==> config.mk <==
export PLATFORM = sky130hd
export DESIGN_NAME = led_ring_decoder
export DESIGN_NICKNAME = d
export VERILOG_FILES = /design/src/rtl/led_ring_decoder.sv
export SDC_FILE = /design/constraint.sdc
export NUM_CORES = 1
export LEC_CHECK = 0
export CORE_UTILIZATION = 45
export CTS_CLUSTER_DIAMETER = 120
export CTS_CLUSTER_SIZE = 30
export DETAILED_ROUTE_END_ITERATION = 8
export PLACE_DENSITY = 0.71
export SYNTH_ARGS = -nofsm -noshare
export SYNTH_HDL_FRONTEND = slang
export SYNTH_SLANG_ARGS = --single-unit
==> constraint.sdc <==
create_clock -name clk -period 2.65 [get_ports clk]
set_input_delay 0.3975 -clock clk [delete_from_list [all_inputs] [get_ports clk]]
set_output_delay 0.3975 -clock clk [all_outputs]
set_load 0.005 [all_outputs]
==> src/rtl/led_ring_decoder.sv <==
// Receive side of a 4-position one-hot LED ring: decodes the position, locks onto
// forward rotation, counts completed laps and flags sequence violations once locked.
module led_ring_decoder #(
  parameter int unsigned LAP_W      = 8,
  parameter int unsigned LOCK_STEPS = 2
) (
  input  logic             clk,
  input  logic             resetBtn,
  input  logic             sample_en,
  input  logic [3:0]       led_in,
  output logic [1:0]       idx,
  output logic             idx_valid,
  output logic             locked,
  output logic             seq_err,
  output logic             lap_tick,
  output logic [LAP_W-1:0] lap_count
);

  typedef enum logic [1:0] {StHunt, StLocking, StLocked} state_e;

  localparam logic [2:0] LockSteps = 3'(LOCK_STEPS);

  state_e           state_q, state_d;
  logic [1:0]       prev_q, prev_d;
  logic [2:0]       step_q, step_d;
  logic [1:0]       idx_q, idx_d;
  logic             valid_q, valid_d;
  logic             seq_err_q, seq_err_d;
  logic             lap_tick_q, lap_tick_d;
  logic [LAP_W-1:0] lap_q, lap_d;

  logic       onehot;
  logic [1:0] dec;
  logic [1:0] prev_inc;

  always_comb begin
    onehot = 1'b1;
    dec    = 2'd0;
    case (led_in)
      4'b0001: dec = 2'd0;
      4'b0010: dec = 2'd1;
      4'b0100: dec = 2'd2;
      4'b1000: dec = 2'd3;
      default: onehot = 1'b0;
    endcase
  end

  // 2-bit add wraps 3 -> 0, which is exactly the ring's forward step
  assign prev_inc = prev_q + 2'd1;

  always_comb begin
    state_d    = state_q;
    prev_d     = prev_q;
    step_d     = step_q;
    idx_d      = idx_q;
    valid_d    = valid_q;
    seq_err_d  = 1'b0;
    lap_tick_d = 1'b0;
    lap_d      = lap_q;

    if (sample_en) begin
      valid_d = onehot;
      if (onehot) begin
        idx_d = dec;
      end

      case (state_q)
        StHunt: begin
          if (onehot) begin
            prev_d  = dec;
            step_d  = 3'd0;
            state_d = StLocking;
          end
        end
        StLocking: begin
          if (!onehot) begin
            state_d = StHunt;
          end else if (dec == prev_inc) begin
            prev_d = dec;
            step_d = step_q + 3'd1;
            if (step_q + 3'd1 == LockSteps) begin
              state_d = StLocked;
            end
          end else if (dec != prev_q) begin
            prev_d = dec;
            step_d = 3'd0;
          end
        end
        StLocked: begin
          if (onehot && dec == prev_inc) begin
            prev_d = dec;
            if (prev_q == 2'd3) begin
              lap_tick_d = 1'b1;
              lap_d      = lap_q + LAP_W'(1);
            end
          end else if (!(onehot && dec == prev_q)) begin
            // skip, backward step or corrupt pattern
            seq_err_d = 1'b1;
            state_d   = StHunt;
          end
        end
        default: state_d = StHunt;
      endcase
    end
  end

  always_ff @(posedge clk or posedge resetBtn) begin
    if (resetBtn) begin
      state_q    <= StHunt;
      prev_q     <= 2'd0;
      step_q     <= 3'd0;
      idx_q      <= 2'd0;
      valid_q    <= 1'b0;
      seq_err_q  <= 1'b0;
      lap_tick_q <= 1'b0;
      lap_q      <= '0;
    end else begin
      state_q    <= state_d;
      prev_q     <= prev_d;
      step_q     <= step_d;
      idx_q      <= idx_d;
      valid_q    <= valid_d;
      seq_err_q  <= seq_err_d;
      lap_tick_q <= lap_tick_d;
      lap_q      <= lap_d;
    end
  end

  assign idx       = idx_q;
  assign idx_valid = valid_q;
  assign locked    = (state_q == StLocked);
  assign seq_err   = seq_err_q;
  assign lap_tick  = lap_tick_q;
  assign lap_count = lap_q;

endmodule

==> tab_implementation.tex <==
\begin{tabular}{lr}
\hline
Metric & Value \\
\hline
\multicolumn{2}{l}{\textbf{Timing}} \\
\quad Fin. Hold Viols & 0 \\
\quad Final min period & 2.26 ns \\
\quad Slew @ Worst Pin & 0.737 ns \\
\quad Slew margin rel. & 0.508 \\
\quad Final worst slack & 0.385 ns \\
\quad Final clock skew & 0.00180 ns \\
\quad Slew Limit Fails & 0 \\
\quad Post-Route Setup TNS & 0 ns \\
\quad Unrepaired setup endpoints after global routing & false \\
\quad Setup violators final & 0 \\
\quad Achievable Freq & 442 MHz \\
\quad Final critical-path share of the clock period & 0.855 \\
\multicolumn{2}{l}{\textbf{Clock network}} \\
\quad Count of buffers added by post-CTS timing repair for setup & 0 \\
\quad Clock Latency Late Sink & 0.30 ns \\
\quad Bufs on Longest Clock Path & 2 \\
\quad CTS tree & built \\
\quad Root Driver & clkbuf\_4 \\
\quad CTS H-tree lvls & 1 \\
\quad Clock Pin Slew Worst Setup and Hold Paths & 0.11 ns \\
\quad Number of clock sinks & 20 \\
\quad Post\_cts resized & 0 \\
\quad CTS Hold Buffers Added & 0 \\
\quad Cts bufs inserted & 3 \\
\multicolumn{2}{l}{\textbf{Synth}} \\
\quad YS warnings & 0 \\
\quad Leading post-synthesis cells by cell area & dfrtp\_1, xnor2\_1, ha\_1, a21oi\_1, nand3\_1 \\
\quad Yosys cell types & 45 \\
\quad Predominant post-synthesis flop cell & dfrtp\_1 \\
\quad Avg Cell Area, Syn & 9.59 µm² \\
\quad Number of synthesized flops with an enable pin & 0 \\
\quad Portion of synthesized cell area occupied by the leading cell type & 0.414 \\
\quad Synth Register Bits & 20 \\
\quad Gate Count Post-Synth & 126 \\
\quad Fraction of registers with async set/reset & 1.00 \\
\quad Post-Synthesis Net Count & 137 \\
\quad Sequential share of the synthesized area & 0.414 \\
\quad Post-Synthesis Cell Area & 0.00121 mm² \\
\quad Cell type with the highest aggregate area in the netlist & dfrtp\_1 \\
\multicolumn{2}{l}{\textbf{GRT}} \\
\quad Initial antenna violation count & 0 \\
\quad First-pass GRT wire length & 4150 µm \\
\quad Overflow left after global routing & 0 \\
\quad Number of global-route vias before repair & 931 \\
\quad Pin count of the biggest net entering global routing & 21 \\
\quad Overall Global Routing Usage & 0.201 \\
\multicolumn{2}{l}{\textbf{Setup path}} \\
\quad CP endpoint kind & register \\
\quad Count of buffering cells on the critical path with inverters included & 1 \\
\quad Maximum net fanout on the critical path & 8 \\
\quad CP max stage delay & 0.62 ns \\
\quad Crit path cell chain & clkdlybuf4s50\_1, xor2\_1, o21ai\_1, o21a\_1, or3\_4, o211ai\_2, mux2\_1 \\
\quad Beginning of the critical path & led\_in[0] \\
\quad Type of element launching the critical path & primary input \\
\quad Type of the worst setup path & primary input to register \\
\quad Cell family with the largest share of critical-path delay & buffers and inverters \\
\quad Launch point of the worst reg-to-reg path & prev\_q[0] \\
\quad Slowest CP cell & clkdlybuf4s50\_1 \\
\quad Required time of the worst setup path & 2.84 ns \\
\quad Arrival time reported for the critical path endpoint & 2.46 ns \\
\multicolumn{2}{l}{\textbf{Layout}} \\
\quad Area growth from synthesis to final layout & 24.3\% \\
\quad Design Area, Final & 0.00150 mm² \\
\quad Ratio of cells with drive above 1 in the final layout & 0.112 \\
\quad Number of nets in the layout & 164 \\
\quad Number of inserted diodes & 0 \\
\quad Non-filler instance count after layout & 182 \\
\multicolumn{2}{l}{\textbf{Route}} \\
\quad Met2 Wirelength & 1170 µm \\
\quad Highest routing layer actually used & met3 \\
\quad Drt drc & 0 \\
\quad Via count normalized by instance count & 5.61 \\
\quad Number of detailed-routing iterations run before antenna repair & 4 \\
\quad Wire length the detailed router placed on met1 & 1210 µm \\
\quad Number of design-rule violations left by the first detailed-router iteration & 14 \\
\quad DR WL met3 & 107 µm \\
\quad DRT Wirelength & 2490 µm \\
\quad Routed wirelength normalized by instance count & 13.7 µm \\
\quad Antenna-violating nets left & 0 \\
\quad Number of vias after detailed routing & 1021 \\
\multicolumn{2}{l}{\textbf{Power and ir drop}} \\
\quad P\_leak & 0.000655 µW \\
\quad VDD IR-drop max & 368 µV \\
\quad Power per cell area & 450 mW/mm² \\
\multicolumn{2}{l}{\textbf{Worst hold path}} \\
\quad Worst min-delay path startpoint & lap\_count[7] \\
\quad Worst min path class & register to register \\
\multicolumn{2}{l}{\textbf{Flow run}} \\
\quad Count of max-cap constraint violations & 0 \\
\multicolumn{2}{l}{\textbf{Floorplanning}} \\
\quad Die outline area & 0.00290 mm² \\
\quad Number of I/O pins & 21 \\
\quad Starting utilization of the core area & 0.483 \\
\quad Row count & 18 \\
\quad Die height & 53.8 µm \\
\quad Die Span X & 53.8 µm \\
\quad Std-Cell Core Area & 0.00250 mm² \\
\multicolumn{2}{l}{\textbf{Placement}} \\
\quad Port-buffer cells & 20 \\
\quad Area post-placement & 0.00147 mm² \\
\quad Worst Setup Slack post-DPL & 0.0464 ns \\
\quad Hpwl dp & 1930 µm \\
\quad Placed insts & 178 \\
\quad Final weighted congestion of routability-driven global placement & 0.829 \\
\multicolumn{2}{l}{\textbf{Status}} \\
\quad Result of the run & complete, no violations \\
\hline
\end{tabular}
## where the power goes
part           switching [µW]  internal (µW)
clock network            91.5           83.9
registers                21.6            321
logic                    83.8           74.5
## metrics by stage
step                total power, µW  hold slack [ns]   util
finish                          676            0.478  0.601
global route                    713            0.505  0.601
CTS                             681            0.485  0.601
detailed placement              505            0.470  0.587
global placement                500            0.460  0.587
floorplan                       449            0.361      -
## sequential cells by signal (all words and copies together) (netlist names)
signal,flops
seq_err,1
prev_q,2
lap_count,8
lap_tick,1
idx_valid,1
state_q,2
idx,2
step_q,3
## cell usage after synthesis, types with 2 or more instances
library cell / instances
nor3_1: 5
nor3b_1: 2
nor2_1: 8
nor2b_1: 2
o22ai_1: 3
nand3_1: 7
buf_2: 2
o21ai_1: 3
xor2_1: 2
a21oi_1: 7
xnor2_1: 8
a32oi_1: 2
nand2b_1: 2
inv_1: 7
ha_1: 4
nand4_1: 2
nand2_1: 6
and3b_1: 2
dfrtp_1: 20
a21o_1: 2
o21ai_0: 5
mux2_1: 2
## worst paths after layout
kind / endpoint / slack, ns / depth (start not counted)
setup reg to reg: lap_count[7] / 0.48 / 7
hold reg to reg: lap_count[7] / 0.48 / 1
setup / recovery: prev_q[1] / 0.39 / 7
min in group asynchronous: lap_count[7] / 0.52 / 2
max in group asynchronous: lap_count[3] / 1.67 / 2
hold / removal: lap_count[7] / 0.48 / 1
## cell families (layout without fill, tap and decap cells)
group,after synthesis,in the layout,synth area share
AND/OR/NAND/NOR,42,42,0.196
AO/OA/AOI/OAI,34,34,0.192
flip-flops,20,20,0.414
buffers and inverters,12,38,0.0487
XOR/XNOR,10,10,0.0725
adder cells (fa/ha/maj),4,4,0.0414
multiplexers,4,4,0.0362
## worst reg2reg max path: stages (launching register included)
cell     delay, ns
dfrtp_1       0.48
ha_1          0.44
and3b_1       0.22
o21ai_1       0.12
a21oi_2       0.27
and4_1        0.29
nand3_1       0.12
xnor2_1       0.13
## metal layers
metal | up-vias | GRT usage
met3 | 0 | 0.0650
met5 | - | 0
met2 | 21 | 0.319
met4 | 0 | 0.0439
li1 | 509 | -
met1 | 491 | 0.265
## final cells by class
cell class              instances  area [µm²]
fillers                       207         997
multi-input cells              94         649
flip-flops and latches         20         500
repair buffers                 27         253
well taps                      30        37.5
clock buffers                   4        36.3
inverters                       7        26.3
## layout by cell type, fill, tap and decap left out, drive strengths merged
master / netlist / layout
dfrtp: 20 / 20
clkdlybuf4s50: 0 / 20
nor2: 8 / 8
xnor2: 8 / 8
a21oi: 8 / 8
o21ai: 8 / 8
inv: 7 / 7
nand3: 7 / 7
buf: 4 / 7
nand2: 6 / 6
nor3: 5 / 5
ha: 4 / 4
clkbuf: 1 / 4
o22ai: 3 / 3
nor3b: 3 / 3
mux2: 3 / 3
nand2b: 2 / 2
a32oi: 2 / 2
xor2: 2 / 2
and3b: 2 / 2
nor2b: 2 / 2
a21o: 2 / 2
nand4: 2 / 2
o211ai: 2 / 2
nand3b: 1 / 1
a41oi: 1 / 1
o21a: 1 / 1
or3: 1 / 1
o41a: 1 / 1
and4: 1 / 1
and3: 1 / 1
or4: 1 / 1
mux2i: 1 / 1
o2111ai: 1 / 1
a31oi: 1 / 1
a211oi: 1 / 1
o21ba: 1 / 1
o21bai: 1 / 1
a22o: 1 / 1
No activity file was read; power rests on OpenSTA's default activity.
